`config.mk`:
```
export PLATFORM = sky130hd
export DESIGN_NAME = lsu_mem_master_flat
export DESIGN_NICKNAME = d
export VERILOG_FILES = /design/src/rtl/lsu_mem_master_pkg.sv /design/src/rtl/lsu_mem_master_if.sv /design/src/rtl/lsu_mem_master_range_check.sv /design/src/rtl/lsu_mem_master.sv /design/src/flat_wrapper.sv
export SDC_FILE = /design/constraint.sdc
export NUM_CORES = 1
export LEC_CHECK = 0
export BUFFER_PORTS_ARGS = -buffer_cell sky130_fd_sc_hd__buf_2
export CORE_ASPECT_RATIO = 0.5
export CORE_MARGIN = 2
export CORE_UTILIZATION = 60
export CTS_CLUSTER_SIZE = 40
export DETAILED_ROUTE_END_ITERATION = 8
export PLACE_DENSITY = 0.87
export SLEW_MARGIN = 10
export SYNTH_ARGS = -nofsm -noshare
export SYNTH_HDL_FRONTEND = slang
export SYNTH_SLANG_ARGS = --single-unit
export TNS_END_PERCENT = 100
```
`constraint.sdc`:
```
create_clock -name clk -period 7.04 [get_ports clk]
set_clock_uncertainty 0.05 [all_clocks]
set_input_delay 1.408 -clock clk [delete_from_list [all_inputs] [get_ports clk]]
set_output_delay 1.408 -clock clk [all_outputs]
set_load 0.01 [all_outputs]
```
`src/rtl/lsu_mem_master_pkg.sv`:
```
// Shared constants and types for the load/store memory master.
package lsu_mem_master_pkg;

    // Access-size encodings, identical to the data-memory model
    localparam logic [1:0] BYTE         = 2'b00;
    localparam logic [1:0] HALFWORD     = 2'b01;
    localparam logic [1:0] WORD         = 2'b10;
    localparam logic [1:0] SIZE_ILLEGAL = 2'b11;

    // Read data returned with a faulting response
    localparam logic [31:0] BADADDR_FAULT = 32'h0000_0000;

    typedef enum logic [1:0] {
        IDLE   = 2'd0,
        ACCESS = 2'd1,
        SPLIT  = 2'd2,
        RESP   = 2'd3
    } lsu_state_e;

    // Number of bytes touched by an access of the given size
    function automatic logic [2:0] size_bytes(input logic [1:0] size);
        case (size)
            BYTE:     return 3'd1;
            HALFWORD: return 3'd2;
            default:  return 3'd4;
        endcase
    endfunction

endpackage

```
`src/rtl/lsu_mem_master_if.sv`:
```
// Request/response handshake plus memory-side bus of the load/store unit.
interface lsu_mem_master_if;
    logic        req_valid;
    logic        req_ready;
    logic        req_we;
    logic [31:0] req_addr;
    logic [31:0] req_wdata;
    logic [1:0]  req_size;
    logic        req_unsigned;
    logic        resp_valid;
    logic [31:0] resp_rdata;
    logic        resp_fault;
    logic [31:0] mem_address;
    logic [31:0] mem_data_in;
    logic        mem_w_enable;
    logic [1:0]  mem_access_size;
    logic        mem_rd_un;
    logic [31:0] mem_data_out;

    modport master (
        input  req_valid, req_we, req_addr, req_wdata, req_size, req_unsigned, mem_data_out,
        output req_ready, resp_valid, resp_rdata, resp_fault,
               mem_address, mem_data_in, mem_w_enable, mem_access_size, mem_rd_un
    );

    modport slave (
        output req_valid, req_we, req_addr, req_wdata, req_size, req_unsigned, mem_data_out,
        input  req_ready, resp_valid, resp_rdata, resp_fault,
               mem_address, mem_data_in, mem_w_enable, mem_access_size, mem_rd_un
    );
endinterface

```
`src/rtl/lsu_mem_master_range_check.sv`:
```
// Combinational classification of a request: fault, misalignment, beat count.
module lsu_range_check
    import lsu_mem_master_pkg::*;
#(
    parameter logic [31:0] START_ADDRESS = 32'h0100_0000,
    parameter logic [31:0] MEM_SIZE      = 32'd1048576
) (
    input  logic [31:0] i_addr,
    input  logic [1:0]  i_size,
    output logic        o_fault,
    output logic        o_misaligned,
    output logic [2:0]  o_beats
);

    logic [32:0] w_last;
    logic [32:0] w_limit;

    // 33-bit arithmetic so an access running past 2^32 is caught, not wrapped
    always_comb begin
        o_beats = size_bytes(i_size);
        w_last  = {1'b0, i_addr} + {30'b0, o_beats} - 33'd1;
        w_limit = {1'b0, START_ADDRESS} + {1'b0, MEM_SIZE};
        o_fault = (i_size == SIZE_ILLEGAL) || (i_addr < START_ADDRESS) || (w_last >= w_limit);
        case (i_size)
            HALFWORD: o_misaligned = i_addr[0];
            WORD:     o_misaligned = (i_addr[1:0] != 2'b00);
            default:  o_misaligned = 1'b0;
        endcase
    end

endmodule

```
`src/rtl/lsu_mem_master.sv`:
```
// Load/store unit memory master: one request at a time, aligned accesses in a
// single beat, misaligned halfword/word accesses as sequential byte beats.
module lsu_mem_master
    import lsu_mem_master_pkg::*;
#(
    parameter logic [31:0] START_ADDRESS = 32'h0100_0000,
    parameter logic [31:0] MEM_SIZE      = 32'd1048576
) (
    input  logic              clk,
    input  logic              reset,
    lsu_mem_master_if.master  bus
);

    lsu_state_e  r_state;
    lsu_state_e  w_next;

    logic        r_we;
    logic        r_uns;
    logic        r_fault;
    logic [1:0]  r_size;
    logic [1:0]  r_beat;
    logic [1:0]  r_last_beat;
    logic [31:0] r_addr;
    logic [31:0] r_wdata;
    logic [31:0] r_rdata;
    logic [31:0] r_addr_hold;
    logic [31:0] r_data_hold;

    logic        w_fault;
    logic        w_misaligned;
    logic        w_accept;
    logic [2:0]  w_beats;
    logic [2:0]  w_beats_m1;
    logic [31:0] w_beat_addr;
    logic [31:0] w_beat_data;
    logic [31:0] w_lanes;

    lsu_range_check #(
        .START_ADDRESS (START_ADDRESS),
        .MEM_SIZE      (MEM_SIZE)
    ) u_range_check (
        .i_addr       (bus.req_addr),
        .i_size       (bus.req_size),
        .o_fault      (w_fault),
        .o_misaligned (w_misaligned),
        .o_beats      (w_beats)
    );

    // State register
    always_ff @(posedge clk) begin
        if (reset) r_state <= IDLE;
        else       r_state <= w_next;
    end

    // Next-state and bus outputs; reset forces every output low so an
    // interrupted split cannot write a further byte on the reset edge
    always_comb begin
        w_next               = r_state;
        w_accept             = 1'b0;
        w_beat_addr          = r_addr + {30'b0, r_beat};
        w_beat_data          = {24'b0, r_wdata[{r_beat, 3'b000} +: 8]};
        bus.req_ready        = 1'b0;
        bus.resp_valid       = 1'b0;
        bus.resp_rdata       = '0;
        bus.resp_fault       = 1'b0;
        bus.mem_address      = r_addr_hold;
        bus.mem_data_in      = r_data_hold;
        bus.mem_w_enable     = 1'b0;
        bus.mem_access_size  = WORD;
        bus.mem_rd_un        = 1'b0;
        if (reset) begin
            bus.mem_address     = '0;
            bus.mem_data_in     = '0;
            bus.mem_access_size = '0;
        end else begin
            case (r_state)
                IDLE: begin
                    bus.req_ready = 1'b1;
                    if (bus.req_valid) begin
                        w_accept = 1'b1;
                        if (w_fault)           w_next = RESP;
                        else if (w_misaligned) w_next = SPLIT;
                        else                   w_next = ACCESS;
                    end
                end
                ACCESS: begin
                    bus.mem_address     = r_addr;
                    bus.mem_access_size = r_size;
                    bus.mem_rd_un       = r_uns;
                    bus.mem_data_in     = r_wdata;
                    bus.mem_w_enable    = r_we;
                    w_next              = RESP;
                end
                SPLIT: begin
                    bus.mem_address     = w_beat_addr;
                    bus.mem_access_size = BYTE;
                    bus.mem_rd_un       = 1'b1;
                    bus.mem_data_in     = w_beat_data;
                    bus.mem_w_enable    = r_we;
                    if (r_beat == r_last_beat) w_next = RESP;
                end
                RESP: begin
                    bus.resp_valid = 1'b1;
                    bus.resp_rdata = r_fault ? BADADDR_FAULT : r_rdata;
                    bus.resp_fault = r_fault;
                    w_next         = IDLE;
                end
                default: w_next = IDLE;
            endcase
        end
    end

    // Split-load lane assembly; halfword extension is reapplied every beat and
    // is correct once lane 1 has arrived on the final beat
    always_comb begin
        w_beats_m1                   = w_beats - 3'd1;
        w_lanes                      = r_rdata;
        w_lanes[{r_beat, 3'b000} +: 8] = bus.mem_data_out[7:0];
        if (r_size == HALFWORD) w_lanes[31:16] = r_uns ? 16'h0000 : {16{w_lanes[15]}};
    end

    // Request capture, beat counting, load data and held bus values
    always_ff @(posedge clk) begin
        if (reset) begin
            r_we        <= 1'b0;
            r_uns       <= 1'b0;
            r_fault     <= 1'b0;
            r_size      <= '0;
            r_beat      <= '0;
            r_last_beat <= '0;
            r_addr      <= '0;
            r_wdata     <= '0;
            r_rdata     <= '0;
            r_addr_hold <= '0;
            r_data_hold <= '0;
        end else begin
            if (w_accept) begin
                r_we        <= bus.req_we;
                r_uns       <= bus.req_unsigned;
                r_fault     <= w_fault;
                r_size      <= bus.req_size;
                r_addr      <= bus.req_addr;
                r_wdata     <= bus.req_wdata;
                r_rdata     <= '0;
                r_beat      <= '0;
                r_last_beat <= w_beats_m1[1:0];
            end
            if (r_state == ACCESS || r_state == SPLIT) begin
                r_addr_hold <= bus.mem_address;
                r_data_hold <= bus.mem_data_in;
            end
            if (r_state == ACCESS && !r_we) r_rdata <= bus.mem_data_out;
            if (r_state == SPLIT) begin
                r_beat <= r_beat + 2'd1;
                if (!r_we) r_rdata <= w_lanes;
            end
        end
    end

endmodule

```
`src/flat_wrapper.sv`:
```
// flat-port wrapper written by rule: the top's interface ports become plain ports
module lsu_mem_master_flat import lsu_mem_master_pkg::*;
#(
    parameter logic [31:0] START_ADDRESS = 32'h0100_0000,
    parameter logic [31:0] MEM_SIZE      = 32'd1048576
)
  (clk, reset, bus_req_valid, bus_req_we, bus_req_addr, bus_req_wdata, bus_req_size, bus_req_unsigned, bus_mem_data_out, bus_req_ready, bus_resp_valid, bus_resp_rdata, bus_resp_fault, bus_mem_address, bus_mem_data_in, bus_mem_w_enable, bus_mem_access_size, bus_mem_rd_un);
  lsu_mem_master_if bus_i ();
  input  logic clk;
  input  logic reset;
  input wire logic [$bits(bus_i.req_valid)-1:0] bus_req_valid;
  input wire logic [$bits(bus_i.req_we)-1:0] bus_req_we;
  input wire logic [$bits(bus_i.req_addr)-1:0] bus_req_addr;
  input wire logic [$bits(bus_i.req_wdata)-1:0] bus_req_wdata;
  input wire logic [$bits(bus_i.req_size)-1:0] bus_req_size;
  input wire logic [$bits(bus_i.req_unsigned)-1:0] bus_req_unsigned;
  input wire logic [$bits(bus_i.mem_data_out)-1:0] bus_mem_data_out;
  output wire logic [$bits(bus_i.req_ready)-1:0] bus_req_ready;
  output wire logic [$bits(bus_i.resp_valid)-1:0] bus_resp_valid;
  output wire logic [$bits(bus_i.resp_rdata)-1:0] bus_resp_rdata;
  output wire logic [$bits(bus_i.resp_fault)-1:0] bus_resp_fault;
  output wire logic [$bits(bus_i.mem_address)-1:0] bus_mem_address;
  output wire logic [$bits(bus_i.mem_data_in)-1:0] bus_mem_data_in;
  output wire logic [$bits(bus_i.mem_w_enable)-1:0] bus_mem_w_enable;
  output wire logic [$bits(bus_i.mem_access_size)-1:0] bus_mem_access_size;
  output wire logic [$bits(bus_i.mem_rd_un)-1:0] bus_mem_rd_un;
  assign bus_i.req_valid = bus_req_valid;
  assign bus_i.req_we = bus_req_we;
  assign bus_i.req_addr = bus_req_addr;
  assign bus_i.req_wdata = bus_req_wdata;
  assign bus_i.req_size = bus_req_size;
  assign bus_i.req_unsigned = bus_req_unsigned;
  assign bus_i.mem_data_out = bus_mem_data_out;
  assign bus_req_ready = bus_i.req_ready;
  assign bus_resp_valid = bus_i.resp_valid;
  assign bus_resp_rdata = bus_i.resp_rdata;
  assign bus_resp_fault = bus_i.resp_fault;
  assign bus_mem_address = bus_i.mem_address;
  assign bus_mem_data_in = bus_i.mem_data_in;
  assign bus_mem_w_enable = bus_i.mem_w_enable;
  assign bus_mem_access_size = bus_i.mem_access_size;
  assign bus_mem_rd_un = bus_i.mem_rd_un;
  lsu_mem_master #(.START_ADDRESS(START_ADDRESS), .MEM_SIZE(MEM_SIZE)) u_core (.clk(clk), .reset(reset), .bus(bus_i));
endmodule
```
# After elaboration in Yosys (flattened, before gate mapping)
# Cells that the tools add are included.
# Widths: inputs -> output; s select.
dict set report op_classes {
  n_addsub 6
  n_lt_le_gt_ge 2
  n_eq_ne 10
  n_shift 3
  muxes 38
  n_reduce_logical 11
}
# cell count
set ops {}
lappend ops {{$mux 32} 9}
lappend ops {{$pmux 32 s2} 2}
lappend ops {{$add 32x3->33} 1}
lappend ops {{$ge 33x25->1 const B} 1}
lappend ops {{$sub 33x1->33 const B} 1}
lappend ops {{$add 32x2->32} 1}
lappend ops {{$bwmux 32} 1}
lappend ops {{$lt 32x25->1 const B} 1}
lappend ops {{$mux 16} 2}
lappend ops {{$shift 8x7->32 const A} 1}
lappend ops {{$shiftx 32x6->8} 1}
lappend ops {{$shiftx 8x7->32} 1}
lappend ops {{$mux 2} 7}
lappend ops {{$mux 1} 12}
lappend ops {{$eq 2x2->1 const B} 4}
lappend ops {{$pmux 2 s4} 1}
lappend ops {{$neg 5->7} 1}
lappend ops {{$eq 2x1->1 const B} 3}
lappend ops {{$pmux 3 s2} 1}
lappend ops {{$logic_not 2->1} 2}
lappend ops {{$pmux 1 s2} 2}
lappend ops {{$pmux 2 s2} 1}
lappend ops {{$reduce_bool 2->1} 2}
lappend ops {{$logic_or 1x1->1} 3}
lappend ops {{other kinds (9)} 9}
dict set report word_totals {
  regBits 171
  output_inout_bits 103
}

# Logic depth before layout (Yosys ltp)
# Gate-level depths: netlist of run 1.
dict set report logic_depth {
  ltp_word 9
  mapped_depth 17
}

# Modules after synthesis
# Synthesis of run 1 repeated with hierarchy kept, for this count alone.
dict set report unflattened {
  hier_cells 1285
  area_unflattened_um2 10154.7
}
# module instances cells_each area_per_inst_um2 seq_area_each_um2
set by_module_without_submodules {}
lappend by_module_without_submodules {lsu_mem_master 1 1029 8406.8 3423.3}
lappend by_module_without_submodules {lsu_range_check 1 256 1747.9 0.0}

# Worst setup path before layout of run 1
# Ideal clock, no wire load.
dict set report synth_timing {
  kind {input-to-reg}
  startpoint {input port bus_req_size[0]}
  endpoint {register u_core.r_state[0]}
  t_arrival_ps 4200
  t_required_ps 6864
  path_slack_ps 2664
  path_stages 15
  n_path_buf 0
  path_cell_list {inv_1 ha_1 or2_2 ha_1 inv_1 ha_1 a21oi_1 o22ai_1 o21ai_0 a2111oi_2 mux2_2 o211ai_1 o2111ai_1 nor4_1 o21ai_0}
}
dict set report synth_between {
  elab_chain_cells 9
}
# element line_no
set synth_rtl {}
lappend synth_rtl {{start: declaration} flat_wrapper.sv:15} ;# input wire logic [$bits(bus_i.req_size)-1:0] bus_req_size;
lappend synth_rtl {{$eq 2x1->1 / $logic_not 2->1 (equally long branches)} {lsu_mem_master_pkg.sv:22, lsu_mem_master_range_check.sv:24}}
lappend synth_rtl {{$pmux 3 s2} lsu_mem_master_pkg.sv:22} ;# case (size)
lappend synth_rtl {{$add 32x3->33} lsu_mem_master_range_check.sv:21} ;# w_last = {1'b0, i_addr} + {30'b0, o_beats} - 33'd1;
lappend synth_rtl {{$sub 33x1->33} lsu_mem_master_range_check.sv:21}
lappend synth_rtl {{$ge 33x25->1} lsu_mem_master_range_check.sv:23} ;# o_fault = (i_size == SIZE_ILLEGAL) || (i_addr < START_ADDRESS) || (w_last >= w_limit);
lappend synth_rtl {{$logic_or 1x1->1} lsu_mem_master_range_check.sv:23}
lappend synth_rtl {{$mux 2 *} lsu_mem_master.sv:81} ;# if (w_fault) w_next = RESP;
lappend synth_rtl {{$mux 2 *} lsu_mem_master.sv:79} ;# if (bus.req_valid) begin
lappend synth_rtl {{$pmux 2 s4 *} lsu_mem_master.sv:76} ;# case (r_state)
lappend synth_rtl {{end signal: assignment} lsu_mem_master.sv:52} ;# else r_state <= w_next;
lappend synth_rtl {{end: declaration} lsu_mem_master.sv:14} ;# lsu_state_e r_state;
# Every way passes the cells marked *; elsewhere a longest branch is shown, timed or not. The select of a mux whose other input is x is not followed.
# A chain may end at the register's enable or synchronous reset.

# Final worst setup path of run 1
dict set report layout_timing {
  startpoint {register u_core.r_beat[0]}
  endpoint {output port bus_mem_address[28]}
}
dict set report layout_between {
  elab_chain_cells 3
}
# element line_no
set layout_rtl {}
lappend layout_rtl {{start: declaration} lsu_mem_master.sv:21} ;# logic [1:0] r_beat;
lappend layout_rtl {{start signal: assignment} lsu_mem_master.sv:154} ;# r_beat <= r_beat + 2'd1;
lappend layout_rtl {{$add 32x2->32} lsu_mem_master.sv:60} ;# w_beat_addr = r_addr + {30'b0, r_beat};
lappend layout_rtl {{$pmux 32 s2} lsu_mem_master.sv:76}
lappend layout_rtl {{$mux 32} lsu_mem_master.sv:71} ;# if (reset) begin
lappend layout_rtl {{end: declaration} flat_wrapper.sv:22} ;# output wire logic [$bits(bus_i.mem_address)-1:0] bus_mem_address;
# Every way passes these cells.

==> out/metrics.yaml, run 1 <==
drt-pass1-iter-count: 6
yosys.cell_types.count: 75
timing_max_transition_violations_final: 0
grt_pass1_wl_um: 46100
slowest_stage_cell_cp: "dfxtp_1"
grt_antenna_before_repair: 0
route.detailed.drc: 0
routed_wl_um: 29600
critical_path_cell_sequence: "ha_1, fa_1, and3_1, nand3_1, nor4_4, nand3_2, inv_1, nand2_1, o311ai_1, o21ai_0, nor2_1, buf_2"
worstSkewPairLatency_ps: 430
core_area_um2: 16300
via_per_inst: 6.19
clock_tree_from_tritoncts: "yes"
worst_ir_drop_vdd_mv: 0.209
post-route-util: 0.717
cts_repair_resize_count: 0
groute.usage.overall: 0.323
critical_path.max_fanout: 16
overflow: 0
grt_pass1_vias: 9062
fin_crit_ps: 5250
worst-endpoint-required_ps: 5580
cts_setup_buffers: 0
rr_endpoint: "u_core.r_rdata[25]$_SDFFE_PP0P_"
synthArstFlopShare: 0
slew-limit-headroom: 0.234
max-clock-path-buffers: 2
die_width_um: 186
tightest_slew_ps: 1140
synth.net_count: 1418
drt_iter0_drc: 1020
reg2reg_depth: 9
postRouteAntennaNets: 0
cts_buffers: 17
syn_area_um2: 9980
rsz_0062_raised_after_global_routing: "false"
post_route_cells_drive_above_1_share: 0.200
timing.hold.worst.start: "u_core.r_data_hold[1]$_SDFFE_PP0N_"
run_status: "finished, final reports clean"
timing.critical_path.from_type: "flop"
worst_r2r_startpoint: "u_core.r_beat[0]$_SDFFE_PP0P_"
die_height_um: 95.2
ys_dominant_reg_cell: "dfxtp_1"
final-setup-viol-count: 0
cts-root-buf: "clkbuf_16"
design.die.area_um2: 17800
worst_hold_path.num_cells: 2
portBuffers: 205
cap_violations: 0
min_delay_worst_endpoint: "u_core.r_data_hold[1]$_SDFFE_PP0N_"
pin_count_of_the_biggest_net_entering_global_routing: 86
fill_cells: 1301
worst_ep_arrival_time_ps: 3790
start_util: 0.612
ys_seq_area_frac: 0.343
final.period_utilization: 0.745
whs_ps: 427
crit_path_end_kind: "output pin"
clkTransAtPathRegs_ps: 70
cpLargestDelayFamily: "simple AND/OR/NAND/NOR gates"
synth_area_per_cell_um2: 7.93
max_clock_freq_mhz: 191
timing.reg2reg.setup_slack_ps: 3670
static-leakage-power_nw: 5.21
areaGrowthSynthToFinish_pct: 17.0
synth_top_area_frac: 0.343
total_power_w: 0.00375
routed_wire_length_per_instance_um: 17.9
cells_taking_the_most_area_after_synthesis: "dfxtp_1 (34%), ha_1 (6.8%), o21ai_0 (6.2%)"
min_path_type: "reg2reg"
synth_enable_flop_cells: 0
power_per_cell_area_nw_per_um2: 321
postCtsHoldBufs: 0
critical-path-max-stage-delay_ps: 890
final_cell_mix: "buf_2 (205), dfxtp_1 (171), nand2_1 (143)"
ys.warnings.count: 0
post-synth-top-area-cell: "dfxtp_1"
yosys_register_bits: 171
i_o_pins: 206
postSynthCellCount: 1259
area.sequential_um2: 3420
vias: 10200
layout.nets: 1571
criticalPathCategory: "reg2out"
timing.setup.tns_ps: 0
place_congestion: 0.928
clock_tree.htree_level_count: 4
multiInputGateArea_um2: 6010
cts.sink_count: 171
placed_area_um2: 11100
dp_hpwl_um: 21500
worstPathBufferInverterCount: 2
rows: 33
layout.cells.most_common: "buf_2"
final_design_area_no_fill_um2: 11700
finalHoldViolCount: 0
==> cells in the mapped netlist (all sizes together), types with 3 or more instances <==
master,instances
xor2,11
mux4,8
inv,65
nor2b,15
a21o,10
nand3,60
nor3,18
mux2i,5
xnor2,5
a21oi,68
dfxtp,171
buf,16
and2,40
a31oi,10
a22o,49
o2111ai,4
and3,13
nor4,8
nand2b,8
o311ai,7
a21boi,7
a211oi,24
o21ai,128
o22ai,8
or3,5
a221oi,9
nor2,104
nand4,13
or2,3
o221a,8
nand2,144
a222oi,7
o211ai,10
a311oi,12
a22oi,23
nand3b,4
o21a,8
clkbuf,66
ha,54
==> area by class of cell <==
class | count | share of cell area
clock inverter | 13 | 0.0155
timing repair buffer | 216 | 0.0949
multi-input combinational | 939 | 0.514
clock buffer | 17 | 0.0364
sequential | 171 | 0.293
inverter | 67 | 0.0215
antenna | 2 | 0.000428
tap | 227 | 0.0243
==> through the flow <==
step                      std cells  setup WS (ps)
final                          1652           1790
after global routing           1650           1480
after CTS                      1650           1830
after detailed placement       1620           2100
after global placement         1620           2300
after floorplan                1259           2660
==> power by group <==
group	total [W]	switching (W)	leakage [nW]	internal [W]
Combinational	0.00142	0.000917	3.51	0.000506
Clock	0.000991	0.000425	0.295	0.000566
Sequential	0.00134	0.000173	1.40	0.00116
Total	0.00375	0.00151	5.21	0.00223
==> sequential cells by signal, indices dropped and copies added (netlist names), 32 cells and up <==
signal / cells
u_core.r_addr: 32
u_core.r_addr_hold: 32
u_core.r_data_hold: 32
u_core.r_rdata: 32
u_core.r_wdata: 32
==> worst reg2reg max path: stages, from the launching register on <==
cell	delay [ps]
dfxtp_1	890
inv_1	260
ha_1	440
and3_1	210
a31oi_1	110
or3b_2	570
nand2_1	290
a21oi_1	70
a21oi_1	220
o221a_2	210
==> worst max-delay path by stage <==
stage               slack, ps  depth (start not counted)                           from                        endpoint
finish                   1790                         12  u_core.r_beat[0]$_SDFFE_PP0P_             bus_mem_address[28]
global route             1480                         12  u_core.r_beat[0]$_SDFFE_PP0P_             bus_mem_address[28]
CTS                      1830                         12  u_core.r_beat[0]$_SDFFE_PP0P_             bus_mem_address[28]
detailed placement       2100                         16                bus_req_size[0]     u_core.r_fault$_SDFFE_PP0P_
global placement         2300                         16                bus_req_size[0]  u_core.r_state[0]$_SDFFE_PP0P_
floorplan                2660                         15                bus_req_size[0]  u_core.r_state[0]$_SDFFE_PP0P_
==> metal layers <==
metal	vias up	GRT usage	wire length, µm
met5	-	0	0
met4	0	0.0760	462
met3	55	0.0600	2340
met2	490	0.543	13700
met1	4798	0.435	13000
li1	4886	-	-
==> cells by family after synthesis <==
group / synth area share
AO/OA/AOI/OAI: 0.274
XOR/XNOR: 0.0140
adder cells (fa/ha/maj): 0.0717
buffers and inverters: 0.0570
flip-flops: 0.343
multiplexers: 0.0253
AND/OR/NAND/NOR: 0.215
Note: power is estimated with default switching activity, not from simulation.
==> run 2, diff against run 1 <==
CORE_UTILIZATION = 56   (was 60)
PLACE_DENSITY = 0.82   (was 0.87)
clock period = 5.1 ns   (was 7.04 ns; I/O delays follow)
==> out/metrics.yaml, run 2 (synthesis results as in run 1) <==
timing.critical_path.from_type: "flop"
clock_group_share_of_total_power: 0.250  # -0.014
critical_path_cell_sequence: "buf_4, ha_1, fa_1, and3_1, nand3_1, nor4_4, nand3_2, inv_1, nand2_1, o311ai_1, o21ai_0, nor2_1, buf_2"
cts_setup_buffers: 0  # unchanged
worst_r2r_startpoint: "u_core.r_state[0]$_SDFFE_PP0P_"
drt_iter0_drc: 927  # -9.1%
drt-pass1-iter-count: 6  # unchanged
worst_ir_drop_vdd_mv: 0.349  # +67%
criticalPathCategory: "reg2out"
timing.hold.worst.start: "u_core.r_data_hold[0]$_SDFFE_PP0N_"
areaGrowthSynthToFinish_pct: 16.9  # about the same
dpl_worst_slack_ps: 504  # -1600 ps
routed_wl_um: 29100  # -1.6%
power_switching_share: 0.408  # +0.00360
clock_tree.htree_level_count: 4  # unchanged
run_status: "finished, final reports clean"
design.die.area_um2: 19000  # +6.9%
start_util: 0.574  # -0.0383
final_non_filler_cells: 1662  # +0.61%
grt_antenna_before_repair: 0  # unchanged
critical-path-max-stage-delay_ps: 310  # -580 ps
via_per_inst: 6.12  # -1.1%
groute.usage.overall: 0.301  # -0.0213
reg2reg_depth: 7  # -2
i_o_pins: 206  # unchanged
rr_endpoint: "u_core.r_rdata[27]$_SDFFE_PP0P_"
power.switching_w: 0.00206  # +36%
route.detailed.drc: 0  # unchanged
final_critical_path_setup_slack_ps: 594  # -1200 ps
rows: 34  # +3.0%
cts_repair_resize_count: 0  # unchanged
placed_instance_count: 1631  # +0.68%
worst_ep_arrival_time_ps: 3440  # -350 ps
portBuffers: 205  # unchanged
whs_ps: 423  # -3.59 ps
power_frac_comb: 0.392  # +0.013
cts.sink_count: 171  # unchanged
timing.setup.tns_ps: 0  # unchanged
slowest_stage_cell_cp: "dfxtp_1"
fin_crit_ps: 4510
min_delay_worst_endpoint: "u_core.r_data_hold[0]$_SDFFE_PP0N_"
grt_pass1_vias: 9216  # +1.7%
intPower_w: 0.00300  # +34%
cap_violations: 0  # unchanged
static-leakage-power_nw: 5.20  # about the same
die_width_um: 193  # +3.4%
rsz_0062_raised_after_global_routing: "false"
critical_path.max_fanout: 16  # unchanged
dp_hpwl_um: 21600  # +0.17%
place_congestion: 0.891  # -4.0%
core_area_um2: 17400  # +6.7%
post_route_cells_drive_above_1_share: 0.202  # +0.00210
final.period_utilization: 0.884
pin_count_of_the_biggest_net_entering_global_routing: 87  # +1.2%
antennaDiodeCount: 0  # -2
finalHoldViolCount: 0  # unchanged
routed_wire_length_per_instance_um: 17.5  # -2.2%
part_of_the_total_power_dissipated_in_sequential_elements: 0.357  # about the same
grt_pass1_wl_um: 45900  # -0.45%
power_per_cell_area_nw_per_um2: 434  # +35%
final_cell_mix: "buf_2 (205), dfxtp_1 (171), nand2_1 (143)"
crit_path_end_kind: "output pin"
timing_max_transition_violations_final: 0  # unchanged
clock_tree_from_tritoncts: "yes"
postCtsHoldBufs: 0  # unchanged
worstSkewPairLatency_ps: 420  # about the same
cts_buffers: 17  # unchanged
clkTransAtPathRegs_ps: 70  # about the same
worst-endpoint-required_ps: 4030  # -1550 ps
layout.cells.most_common: "buf_2"
layout.nets: 1575  # +0.25%
tightest_slew_ps: 1100  # -38.4 ps
die_height_um: 98.4  # +3.4%
slew-limit-headroom: 0.260  # +0.0258
worst_hold_path.num_cells: 2  # unchanged
final-setup-viol-count: 0  # unchanged
timing.reg2reg.setup_slack_ps: 1500  # -2170 ps
vias: 10200  # -0.53%
postRouteAntennaNets: 0  # unchanged
cts-root-buf: "clkbuf_16"
max-clock-path-buffers: 2  # unchanged
min_path_type: "reg2reg"
max_clock_freq_mhz: 222
overflow: 0  # unchanged
==> run 2: cell types whose count changed in the layout (fill, tap and decap cells not counted) <==
cell	delta
buf_4	+4
clkinvlp_4	+1
clkinv_2	+1
clkbuf_1	+1
bufinv_16	-2
diode_2	-2
==> run 2: worst max-delay path by stage <==
| stage | startpoint | end | slack (ps) |
|---|---|---|---|
| after floorplan | bus_req_size[0] | u_core.r_state[0]$_SDFFE_PP0P_ | 1110 |
| after global placement | bus_req_size[0] | u_core.r_state[0]$_SDFFE_PP0P_ | 600 |
| final | u_core.r_beat[0]$_SDFFE_PP0P_ | bus_mem_address[28] | 590 |
| after global routing | u_core.r_beat[0]$_SDFFE_PP0P_ | bus_mem_address[16] | 400 |
| after CTS | u_core.r_beat[0]$_SDFFE_PP0P_ | bus_mem_address[28] | 620 |
| after detailed placement | bus_req_size[0] | u_core.r_state[0]$_SDFFE_PP0P_ | 500 |
==> run 2: final cells by class <==
| type | count | area (µm²) |
|---|---|---|
| Clock inverter | 13 | 134 |
| Timing Repair Buffer | 220 | 1140 |
| Multi-Input combinational cell | 939 | 6010 |
| Fill cell | 1427 | 5720 |
| Sequential cell | 171 | 3420 |
| Inverter | 67 | 251 |
| Clock buffer | 18 | 429 |
| Tap cell | 234 | 293 |
==> run 2: critical path: cells and delay by family, from the launching register on <==
family,cells,cell delay (ps)
adders and majority gates,2,440
and+or+nand+nor,6,1220
AOI/OAI and AO/OA,2,490
buffers and inverters,3,550
DFF,1,310
==> run 2: per-layer routing <==
| metal | vias to the layer above | track usage | routed length, µm |
|---|---|---|---|
| li1 | 4885 | - | - |
| met1 | 4843 | 0.435 | 13200 |
| met2 | 415 | 0.478 | 13400 |
| met3 | 32 | 0.0438 | 2090 |
| met4 | 0 | 0.0658 | 359 |
| met5 | - | 0 | 0 |
==> run 2: power by group through the flow <==
stage,clock network (W),registers (W),logic [W]
4_1_cts,0.00127,0.00180,0.00197
6_report,0.00127,0.00181,0.00199
3_5_place_dp,0,0.00183,0.00196
5_1_grt,0.00132,0.00184,0.00221
3_3_place_gp,0,0.00182,0.00190
2_1_floorplan,0,0.00176,0.00143
==> run 2: stage by stage <==
stage          total power, W  utilization  cell area [µm²]
3_3_place_gp          0.00372        0.639            11100
4_1_cts               0.00505        0.671            11700
2_1_floorplan         0.00319            -             9980
6_report              0.00506        0.671            11700
3_5_place_dp          0.00379        0.639            11100
5_1_grt               0.00537        0.671            11700
==> run 3, diff against run 2 <==
ABC_CLOCK_PERIOD_IN_PS = 5100   (was default)
CORE_UTILIZATION = 57   (was 56)
CTS_BUF_LIST = sky130_fd_sc_hd__clkbuf_8   (was default)
PLACE_DENSITY = 0.84   (was 0.82)
==> out/metrics.yaml, run 3 (synthesis results as in run 1) <==
post-route-util: 0.666  # -0.00518
portBuffers: 205  # unchanged
areaGrowthSynthToFinish_pct: 15.2
drt-pass1-iter-count: 6  # unchanged
groute.usage.overall: 0.307  # +0.00537
static-leakage-power_nw: 5.12  # -1.7%
layout.nets: 1574  # -0.063%
layout.cells.most_common: "buf_2"
design.die.area_um2: 18700  # -1.7%
cts-root-buf: "clkbuf_8"
slew-limit-headroom: 0.209  # -0.0513
overflow: 0  # unchanged
i_o_pins: 206  # unchanged
cap_violations: 0  # unchanged
tightest_slew_ps: 1180  # +76.2 ps
die_width_um: 191  # -0.86%
rows: 34  # unchanged
place_congestion: 0.892  # +0.12%
grt_antenna_before_repair: 1  # +1
postCtsHoldBufs: 0  # unchanged
via_per_inst: 6.06  # -0.99%
vias: 10100  # -1.1%
worst_ep_arrival_time_ps: 3180  # -260 ps
cts_buffers: 17  # unchanged
clock_tree_from_tritoncts: "yes"
routed_wl_um: 29100  # -0.17%
timing_max_transition_violations_final: 0  # unchanged
timing.critical_path.from_type: "flop"
route.detailed.drc: 0  # unchanged
postRouteAntennaNets: 0  # unchanged
max_clock_freq_mhz: 235  # +6.1%
critical_path.max_fanout: 5  # -11
die_height_um: 97.6  # -0.85%
drt_iter0_drc: 928  # +0.11%
power_per_cell_area_nw_per_um2: 414  # -4.5%
routed_wire_length_per_instance_um: 17.5  # -0.11%
cts_setup_buffers: 0  # unchanged
total_power_w: 0.00476  # -5.9%
fin_crit_ps: 4250  # -259 ps
worst-endpoint-required_ps: 4030  # about the same
placed_area_um2: 11100  # about the same
grt_pass1_wl_um: 46200  # +0.66%
final.period_utilization: 0.833  # -0.0508
fill_cells: 1539  # +7.8%
run_status: "finished, final reports clean"
cts_repair_resize_count: 0  # unchanged
timing.setup.tns_ps: 0  # unchanged
min_path_type: "reg2reg"
dp_hpwl_um: 21600  # -0.10%
final_design_area_no_fill_um2: 11500  # -1.5%
finalHoldViolCount: 0  # unchanged
max-clock-path-buffers: 2  # unchanged
criticalPathCategory: "reg2out"
clock_tree.htree_level_count: 4  # unchanged
start_util: 0.578  # +0.00424
worst_ir_drop_vdd_mv: 0.264  # -24%
core_area_um2: 17300  # -0.73%
whs_ps: 432  # +9.27 ps
crit_path_end_kind: "output pin"
post_route_cells_drive_above_1_share: 0.201  # -0.000418
cts.sink_count: 171  # unchanged
final_cell_mix: "buf_2 (205), dfxtp_1 (171), nand2_1 (143)"
rsz_0062_raised_after_global_routing: "false"
grt_pass1_vias: 9322  # +1.2%
final-setup-viol-count: 0  # unchanged
worstSkewPairLatency_ps: 460  # +40 ps
clkTransAtPathRegs_ps: 100  # +30 ps
pin_count_of_the_biggest_net_entering_global_routing: 90  # +3.4%
run 3: changes by cell type in the layout (fill, tap and decap cells not counted):
cell,delta
clkbuf_8,+17
clkinv_4,-1
clkbuf_16,-17
bufinv_16,+1
buf_4,-1
clkinvlp_4,+1
inv_6,-1
clkinv_8,+1
diode_2,+1
clkbuf_1,-1
inv_8,-1
run 3: power by group:
part           internal [W]  switching (W)  total [W]
clock              0.000443       0.000543   0.000985
sequential          0.00160       0.000207    0.00181
combinational      0.000704        0.00127    0.00197
total               0.00275        0.00202    0.00476
run 3: worst paths after layout:
kind / startpoint / to / slack, ps / depth (start not counted)
worst max register to register: u_core.r_state[0]$_SDFFE_PP0P_ / u_core.r_rdata[31]$_SDFFE_PP0P_ / 1620 / 7
worst min-delay path: u_core.r_data_hold[6]$_SDFFE_PP0N_ / u_core.r_data_hold[6]$_SDFFE_PP0N_ / 430 / 2
worst max-delay path: u_core.r_addr[0]$_SDFFE_PP0P_ / bus_mem_address[30] / 850 / 12
worst min register to register: u_core.r_data_hold[6]$_SDFFE_PP0N_ / u_core.r_data_hold[6]$_SDFFE_PP0N_ / 430 / 2
run 3: layout make-up:
type	instances	area (µm²)	area share
Clock inverter	13	159	0.0138
Antenna cell	1	2.50	0.000218
Tap cell	234	293	0.0255
Inverter	67	251	0.0219
Timing Repair Buffer	219	1130	0.0983
Clock buffer	17	234	0.0203
Sequential cell	171	3420	0.298
Multi-Input combinational cell	939	6010	0.522
run 3: metrics by stage:
stage          cells  setup slack, ps
2_1_floorplan   1259             1110
3_3_place_gp    1630              632
3_5_place_dp    1630              518
4_1_cts         1660              877
5_1_grt         1661              532
6_report        1661              853
run 3: per-layer routing:
layer  vias to the layer above  part of all wire  GRT usage
li1                       4859                 -          -
met1                      4798              0.46      0.430
met2                       376              0.46      0.490
met3                        35             0.064     0.0516
met4                         0             0.014     0.0787
met5                         -                 0          0
run 3: worst max-delay path, cell delays in order, from the launching register on:
cell	delay (ps)
dfxtp_1	400
ha_1	200
fa_1	210
and3_1	250
nand3_1	250
nor4_4	290
nand3_2	180
inv_1	100
nand2_1	90
o311ai_1	300
o21ai_0	170
nor2_1	130
buf_2	150
